## src/rtl/ex_muldiv_if.sv

```systemverilog
// ---------------------------------------------------------------------------
// ex_muldiv_if -- request/result bundle between the EX stage and the
// iterative multiply/divide unit.
//
//   flush      : pipeline flush, cancels any in-flight operation
//   start      : request, sampled only while the unit is idle
//   op         : 00 MULT, 01 MULTU, 10 DIV, 11 DIVU
//   operand_1  : multiplicand / dividend (rs)
//   operand_2  : multiplier / divisor (rt)
//   stall_req  : hold ID/EX while high (combinational)
//   done       : one-cycle completion pulse (registered)
//   hi, lo     : HI/LO registers owned by the unit
//
// master = pipeline side, slave = ex_muldiv.
// ---------------------------------------------------------------------------
interface ex_muldiv_if;
    logic        flush;
    logic        start;
    logic [1:0]  op;
    logic [31:0] operand_1;
    logic [31:0] operand_2;
    logic        stall_req;
    logic        done;
    logic [31:0] hi;
    logic [31:0] lo;

    modport master (
        output flush, start, op, operand_1, operand_2,
        input  stall_req, done, hi, lo
    );

    modport slave (
        input  flush, start, op, operand_1, operand_2,
        output stall_req, done, hi, lo
    );
endinterface

```

## src/rtl/ex_muldiv.sv

```systemverilog
// ---------------------------------------------------------------------------
// ex_muldiv -- iterative radix-2 multiply/divide unit for the EX stage.
//
// Ports:
//   clk    : rising-edge clock
//   rst_n  : synchronous, active-low reset
//   bus    : ex_muldiv_if.slave (flush/start/op/operands in,
//            stall_req/done/hi/lo out)
//
// One operation in flight. MUL/DIV iterate 32 cycles on magnitudes, then the
// result sign is applied and HI/LO are written on the completing edge.
// Divide by zero exits straight to DONE with lo=all-ones, hi=dividend.
// ---------------------------------------------------------------------------
module ex_muldiv (
    input  logic       clk,
    input  logic       rst_n,
    ex_muldiv_if.slave bus
);

    typedef enum logic [1:0] {IDLE, MUL, DIV, DONE} state_t;

    state_t      state_q, state_d;
    logic [5:0]  cnt_q, cnt_d;
    logic [31:0] a_q, a_d;      // multiplicand / dividend magnitude
    logic [31:0] b_q, b_d;      // multiplier / divisor magnitude
    logic [63:0] acc_q, acc_d;  // product, or {remainder, quotient}
    logic        qneg_q, qneg_d;
    logic        rneg_q, rneg_d;
    logic [31:0] hi_q, hi_d;
    logic [31:0] lo_q, lo_d;
    logic        done_q;
    logic        stall;

    logic signed [31:0] op1_s, op2_s;
    logic               is_signed;

    logic [32:0] mul_sum;
    logic [63:0] mul_next;
    logic [32:0] div_trial;
    logic [33:0] div_diff;
    logic [63:0] div_next;
    logic [63:0] prod_fin;

    function automatic logic [31:0] abs32(input logic signed [31:0] v);
        return v[31] ? $unsigned(-v) : $unsigned(v);
    endfunction

    function automatic logic [31:0] cneg32(input logic [31:0] v, input logic en);
        return en ? (~v + 32'd1) : v;
    endfunction

    function automatic logic [63:0] cneg64(input logic [63:0] v, input logic en);
        return en ? (~v + 64'd1) : v;
    endfunction

    assign op1_s     = bus.operand_1;
    assign op2_s     = bus.operand_2;
    assign is_signed = ~bus.op[0];

    // Shift-add: add the multiplicand into the upper half when the current
    // multiplier bit is set, then shift the whole accumulator right. After
    // 32 steps the accumulator holds the full 64-bit product.
    assign mul_sum  = {1'b0, acc_q[63:32]} + {1'b0, (b_q[0] ? a_q : 32'd0)};
    assign mul_next = {mul_sum, acc_q[31:1]};

    // Restoring divide: the next dividend bit comes from the MSB of a_q,
    // which shifts left each step. The trial value can be 33 bits wide; if
    // it overflows 32 bits it is necessarily larger than the divisor.
    assign div_trial = {acc_q[63:32], a_q[31]};
    assign div_diff  = {1'b0, div_trial} - {2'b00, b_q};
    assign div_next  = div_diff[33] ? {div_trial[31:0], acc_q[30:0], 1'b0}
                                    : {div_diff[31:0],  acc_q[30:0], 1'b1};

    assign prod_fin = cneg64(mul_next, qneg_q);

    always_comb begin
        state_d = state_q;
        cnt_d   = cnt_q;
        a_d     = a_q;
        b_d     = b_q;
        acc_d   = acc_q;
        qneg_d  = qneg_q;
        rneg_d  = rneg_q;
        hi_d    = hi_q;
        lo_d    = lo_q;
        stall   = 1'b0;

        unique case (state_q)
            IDLE: begin
                if (bus.start && !bus.flush) begin
                    stall  = 1'b1;
                    a_d    = is_signed ? abs32(op1_s) : bus.operand_1;
                    b_d    = is_signed ? abs32(op2_s) : bus.operand_2;
                    qneg_d = is_signed & (op1_s[31] ^ op2_s[31]);
                    rneg_d = is_signed & op1_s[31];
                    acc_d  = 64'd0;
                    cnt_d  = 6'd0;
                    if (bus.op[1] && (bus.operand_2 == 32'd0)) begin
                        state_d = DONE;
                        hi_d    = bus.operand_1;
                        lo_d    = 32'hFFFF_FFFF;
                    end else begin
                        state_d = bus.op[1] ? DIV : MUL;
                    end
                end
            end
            MUL: begin
                stall = 1'b1;
                acc_d = mul_next;
                b_d   = b_q >> 1;
                cnt_d = cnt_q + 6'd1;
                if (cnt_q == 6'd31) begin
                    state_d = DONE;
                    hi_d    = prod_fin[63:32];
                    lo_d    = prod_fin[31:0];
                end
            end
            DIV: begin
                stall = 1'b1;
                acc_d = div_next;
                a_d   = a_q << 1;
                cnt_d = cnt_q + 6'd1;
                if (cnt_q == 6'd31) begin
                    state_d = DONE;
                    lo_d    = cneg32(div_next[31:0],  qneg_q);
                    hi_d    = cneg32(div_next[63:32], rneg_q);
                end
            end
            DONE: begin
                state_d = IDLE;
                cnt_d   = 6'd0;
            end
            default: begin
                state_d = IDLE;
                cnt_d   = 6'd0;
            end
        endcase

        // Flush wins over a new start and over the completing write.
        if (bus.flush) begin
            state_d = IDLE;
            cnt_d   = 6'd0;
            hi_d    = hi_q;
            lo_d    = lo_q;
        end
    end

    always_ff @(posedge clk) begin
        if (!rst_n) begin
            state_q <= IDLE;
            cnt_q   <= 6'd0;
            hi_q    <= 32'd0;
            lo_q    <= 32'd0;
            done_q  <= 1'b0;
        end else begin
            state_q <= state_d;
            cnt_q   <= cnt_d;
            hi_q    <= hi_d;
            lo_q    <= lo_d;
            done_q  <= (state_d == DONE);
        end
    end

    // Datapath working registers carry no reset; they are reloaded on start.
    always_ff @(posedge clk) begin
        a_q    <= a_d;
        b_q    <= b_d;
        acc_q  <= acc_d;
        qneg_q <= qneg_d;
        rneg_q <= rneg_d;
    end

    assign bus.stall_req = stall;
    assign bus.done      = done_q;
    assign bus.hi        = hi_q;
    assign bus.lo        = lo_q;

endmodule

```

## src/flat_wrapper.sv

```systemverilog
// flat-port wrapper written by rule: the top's interface ports become plain ports
module ex_muldiv_flat 
  (clk, rst_n, bus_flush, bus_start, bus_op, bus_operand_1, bus_operand_2, bus_stall_req, bus_done, bus_hi, bus_lo);
  ex_muldiv_if bus_i ();
  input  logic clk;
  input  logic rst_n;
  input wire logic [$bits(bus_i.flush)-1:0] bus_flush;
  input wire logic [$bits(bus_i.start)-1:0] bus_start;
  input wire logic [$bits(bus_i.op)-1:0] bus_op;
  input wire logic [$bits(bus_i.operand_1)-1:0] bus_operand_1;
  input wire logic [$bits(bus_i.operand_2)-1:0] bus_operand_2;
  output wire logic [$bits(bus_i.stall_req)-1:0] bus_stall_req;
  output wire logic [$bits(bus_i.done)-1:0] bus_done;
  output wire logic [$bits(bus_i.hi)-1:0] bus_hi;
  output wire logic [$bits(bus_i.lo)-1:0] bus_lo;
  assign bus_i.flush = bus_flush;
  assign bus_i.start = bus_start;
  assign bus_i.op = bus_op;
  assign bus_i.operand_1 = bus_operand_1;
  assign bus_i.operand_2 = bus_operand_2;
  assign bus_stall_req = bus_i.stall_req;
  assign bus_done = bus_i.done;
  assign bus_hi = bus_i.hi;
  assign bus_lo = bus_i.lo;
  ex_muldiv u_core (.clk(clk), .rst_n(rst_n), .bus(bus_i));
endmodule
```

## config.mk

```make
export PLATFORM = sky130hd
export DESIGN_NAME = ex_muldiv_flat
export DESIGN_NICKNAME = d
export VERILOG_FILES = /design/src/rtl/ex_muldiv_if.sv /design/src/rtl/ex_muldiv.sv /design/src/flat_wrapper.sv
export SDC_FILE = /design/constraint.sdc
export NUM_CORES = 1
export LEC_CHECK = 0
export BUFFER_PORTS_ARGS = -buffer_cell sky130_fd_sc_hd__buf_2
export CAP_MARGIN = 20
export CORE_MARGIN = 3
export CORE_UTILIZATION = 25
export CTS_BUF_LIST = sky130_fd_sc_hd__clkbuf_2
export CTS_CLUSTER_SIZE = 12
export DETAILED_ROUTE_END_ITERATION = 10
export HOLD_SLACK_MARGIN = 0.06
export PLACE_DENSITY = 0.43
export SYNTH_ARGS = -nofsm -noshare
export SYNTH_HDL_FRONTEND = slang
export SYNTH_SLANG_ARGS = --single-unit
```

## constraint.sdc

```tcl
create_clock -name clk -period 5.8 [get_ports clk]
set_clock_uncertainty 0.05 [all_clocks]
set_input_delay 0.29 -clock clk [delete_from_list [all_inputs] [get_ports clk]]
set_output_delay 0.29 -clock clk [all_outputs]
set_load 0.03 [all_outputs]
```

==> impl_table.tex <==
\begin{tabular}{lr}
\hline
Metric & Value \\
\hline
\multicolumn{2}{l}{\textbf{CTS}} \\
Insertion delay to the later sink of the worst-skew pair & 1.03 ns \\
Post-CTS Repair Setup Buffers & 0 \\
CTS tree & built \\
H-tree Lvls & 3 \\
TritonCTS Buffers & 67 \\
Num Clock Sinks & 203 \\
Largest buffer count on any clock path & 3 \\
Clock transition at the registers of the reported paths & 0.10 ns \\
CTS root buffer & sky130\_fd\_sc\_hd\_\_clkbuf\_2 \\
\multicolumn{2}{l}{\textbf{Drt}} \\
Drt wl/cell & 21.0 um \\
Detailed-routing iteration count for the pre-antenna-repair pass & 5 \\
Residual antenna-violating net count after detailed routing & 0 \\
Via count & 19200 \\
Post-detailed-route via-to-cell ratio & 5.36 \\
Drt total wl & 75.2 mm \\
Initial drt markers & 1311 \\
DRC violation count after routing & 0 \\
\multicolumn{2}{l}{\textbf{Power and ir drop}} \\
Maximum ir drop on the vdd rail & 104 uV \\
Pwr Density & 211 nW/um\^{}2 \\
Static Leak & 0.00821 uW \\
\multicolumn{2}{l}{\textbf{Global route}} \\
Most Crowded Layer GR & met2 \\
Leftover overflow at the end of global routing & 0 \\
Initial antenna violation count & 3 \\
Met2 usage in global routing & 34.2\% \\
First-pass GRT wire length & 114 mm \\
Total track usage & 18.9\% \\
Met3 usage in global routing & 2.62\% \\
Largest net degree at the start of global routing & 94 \\
Vias in the first global route & 19100 \\
Global routing met1 resource utilization & 22.6\% \\
\multicolumn{2}{l}{\textbf{Floorplan}} \\
Die ar. & 76800 um\^{}2 \\
X dimension of the die & 277 um \\
Core ar. & 72100 um\^{}2 \\
Die boundary height & 277 um \\
Number of top-level pins & 136 \\
Row count & 98 \\
Initial Utilization & 25.5\% \\
\multicolumn{2}{l}{\textbf{STA}} \\
Final critical path time including I/O delays and setup & 5.55 ns \\
Fin worst setup slack & 0.248 ns \\
Max-slew violation count & 0 \\
Share of the clock period used by the worst path & 95.7\% \\
Worst Max-Slew Pin Slew & 1.09 ns \\
Final setup vio count & 0 \\
Worst rel slew slack & 25.4\% \\
Maximum clock rate & 180 MHz \\
Number of endpoints with negative hold slack in the final report & 0 \\
Total Neg Setup Slack & 0 ns \\
Unrepaired setup endpoints after global routing & no \\
\multicolumn{2}{l}{\textbf{Placement}} \\
Weighted congestion at the end of routability-driven global placement & 0.873 \\
Buffers on Ports & 135 \\
Placement Setup Slack & 0.447 ns \\
Area post-placement & 20000 um\^{}2 \\
HPWL after detailed placement & 55.6 mm \\
\multicolumn{2}{l}{\textbf{Final layout}} \\
Most common cell after layout, fill and taps aside & sky130\_fd\_sc\_hd\_\_nand2\_1 \\
Area of all placed cells without fillers & 22100 um\^{}2 \\
Ratio of cells with drive above 1 in the final layout & 13.0\% \\
Final nets & 2719 \\
P\&R area growth vs syn & 20.1\% \\
Leading cell types in the layout, fill and taps excluded & sky130\_fd\_sc\_hd\_\_nand2\_1 (246), sky130\_fd\_sc\_hd\_\_nor2\_1 (222), sky130\_fd\_sc\_hd\_\_o21ai\_0 (189) \\
\multicolumn{2}{l}{\textbf{Worst setup path}} \\
Sort of element at the start of the critical path & flip-flop \\
Reg-to-Reg End & u\_core.bus.hi[30] \\
Worst reg-to-reg path cell count & 15 \\
Signal arrival time at the worst endpoint & 6.46 ns \\
R2R setup slack & 0.25 ns \\
Maximum fanout encountered on the critical timing path & 30 \\
Class of the most critical setup path & reg -> reg \\
Required time worst endpoint & 6.71 ns \\
Capturing element type of the critical path & flip-flop \\
Startpoint of the worst-slack reg-to-reg timing path & u\_core.b\_q[0] \\
\multicolumn{2}{l}{\textbf{Synthesis}} \\
Post-synthesis sequential area ratio & 29.2\% \\
Synth Net Count & 2493 \\
Average footprint of a synthesized cell & 7.84 um\^{}2 \\
Number of flops mapped to enable cells by yosys & 130 \\
Most used DFF post-synth & sky130\_fd\_sc\_hd\_\_edfxtp\_1 \\
Biggest area consumer among synthesized cells & sky130\_fd\_sc\_hd\_\_edfxtp\_1 \\
Post-synthesis async set-or-reset flop share & 0\% \\
Synthesized cell area & 18400 um\^{}2 \\
Post-Synthesis Cells & 2345 \\
Total of flip-flops plus latches after synthesis & 203 \\
Unique masters post-synth & 96 \\
Leading post-synthesis cells by cell area & sky130\_fd\_sc\_hd\_\_edfxtp\_1 (21\%), sky130\_fd\_sc\_hd\_\_dfxtp\_1 (8.0\%), sky130\_fd\_sc\_hd\_\_xnor2\_1 (6.6\%), sky130\_fd\_sc\_hd\_\_o21ai\_0 (5.3\%), sky130\_fd\_sc\_hd\_\_ha\_1 (5.2\%) \\
Fraction of synthesized cell area taken by the top area cell type & 21.2\% \\
Syn. warnings & 0 \\
\multicolumn{2}{l}{\textbf{Min path}} \\
Worst Hold Launch & bus\_operand\_2[0] \\
Worst min path class & in -> reg \\
Worst min-delay path endpoint & u\_core.b\_q[0] \\
Hold-critical path depth & 4 \\
\multicolumn{2}{l}{\textbf{Job}} \\
MaxCap Viol Count & 0 \\
\multicolumn{2}{l}{\textbf{Run status}} \\
Outcome & completed \\
\hline
\end{tabular}
## worst max-delay path: stages, from the launching register on
cell and delay (ns):
sky130_fd_sc_hd__edfxtp_1 0.48, sky130_fd_sc_hd__buf_4 0.34, sky130_fd_sc_hd__and2_1 0.30, sky130_fd_sc_hd__ha_1 0.43, sky130_fd_sc_hd__a21oi_1 0.38, sky130_fd_sc_hd__o211ai_1 0.20
sky130_fd_sc_hd__and2_1 0.24, sky130_fd_sc_hd__or4_1 0.62, sky130_fd_sc_hd__a21boi_1 0.24, sky130_fd_sc_hd__xnor2_1 0.20, sky130_fd_sc_hd__or4_1 0.65, sky130_fd_sc_hd__o31ai_2 0.30
sky130_fd_sc_hd__xor2_1 0.10, sky130_fd_sc_hd__o21a_1 0.19, sky130_fd_sc_hd__o22ai_1 0.16, sky130_fd_sc_hd__dlygate4sd3_1 0.57
## stage by stage
step | hold WS [ns] | power (uW) | instances | utilization [%]
floorplan | 0.319 | 2790 | 2345 | -
global placement | 0.391 | 3270 | 3307 | 27.7
detailed placement | 0.390 | 3280 | 3308 | 27.7
CTS | 0.0618 | 4720 | 3575 | 30.6
global route | 0.118 | 4950 | 3580 | 30.6
finish | 0.213 | 4650 | 3580 | 30.6
## registers in the layout, indices dropped and copies added, names as in the netlist
register         count
u_core.b_q          32
u_core.rneg_q        1
u_core.bus.lo       32
u_core.bus.done      1
u_core.state_q       2
u_core.cnt_q         6
u_core.qneg_q        1
u_core.a_q          32
u_core.bus.hi       32
u_core.acc_q        64
## metal layers
layer / wire length (um) / vias up / part of all wire (%)
li1: - / 9246 / -
met1: 31800 / 9334 / 42
met2: 38100 / 480 / 51
met3: 2600 / 123 / 3.5
met4: 2700 / 0 / 3.6
met5: 0 / - / 0
## cells by family after synthesis
logic type,Yosys count,share of synthesized area (%)
AO/OA/AOI/OAI,784,28.2
XOR/XNOR,185,8.82
adder cells (fa/ha/maj),78,5.39
buffers and inverters,230,4.83
flip-flops,203,29.2
multiplexers,29,1.65
AND/OR/NAND/NOR,836,21.9
## cell type report
cell class / count / area [um^2]
diodes: 4 / 10.0
clock buffers: 106 / 531
clock inverters: 18 / 108
fillers: 7848 / 50000
inverters: 73 / 275
multi-input cells: 1912 / 12200
flip-flops and latches: 203 / 5370
well taps: 950 / 1190
repair buffers: 314 / 2400
## cells in the mapped netlist (31+ instances only)
master	number
sky130_fd_sc_hd__a211oi_1	31
sky130_fd_sc_hd__a21o_1	33
sky130_fd_sc_hd__a21oi_1	172
sky130_fd_sc_hd__a22oi_1	54
sky130_fd_sc_hd__and2_1	56
sky130_fd_sc_hd__clkbuf_1	139
sky130_fd_sc_hd__dfxtp_1	73
sky130_fd_sc_hd__edfxtp_1	130
sky130_fd_sc_hd__ha_1	76
sky130_fd_sc_hd__inv_1	68
sky130_fd_sc_hd__nand2_1	246
sky130_fd_sc_hd__nand3_1	51
sky130_fd_sc_hd__nor2_1	223
sky130_fd_sc_hd__nor3_1	63
sky130_fd_sc_hd__o21ai_0	193
sky130_fd_sc_hd__o31ai_1	41
sky130_fd_sc_hd__or3_1	33
sky130_fd_sc_hd__xnor2_1	139
sky130_fd_sc_hd__xor2_1	46
## timing repair
action                     4_1_cts  5_1_grt
hold buffers                   143        0
gates resized for setup          0        3
setup endpoints to repair        0        1
hold endpoints to repair       153        0
## where the power goes
part / leakage, uW / internal (uW) / total (uW) / switching, uW
Sequential: 0.00184 / 1630 / 1720 / 89.9
Combinational: 0.00588 / 612 / 1630 / 1020
Clock: 0.000491 / 530 / 1300 / 769
Total: 0.00821 / 2770 / 4650 / 1880
## how the worst max path moves through the flow
stage	from	cells past startpoint	to
after floorplan	u_core.acc_q[45]	22	u_core.bus.hi[18]
after global placement	u_core.b_q[0]	14	u_core.bus.hi[31]
after detailed placement	u_core.b_q[0]	14	u_core.bus.hi[31]
after CTS	u_core.acc_q[33]	14	u_core.bus.hi[30]
after global routing	u_core.acc_q[57]	15	u_core.bus.hi[30]
final	u_core.b_q[0]	15	u_core.bus.hi[30]
No activity file was read; power rests on OpenSTA's default activity.
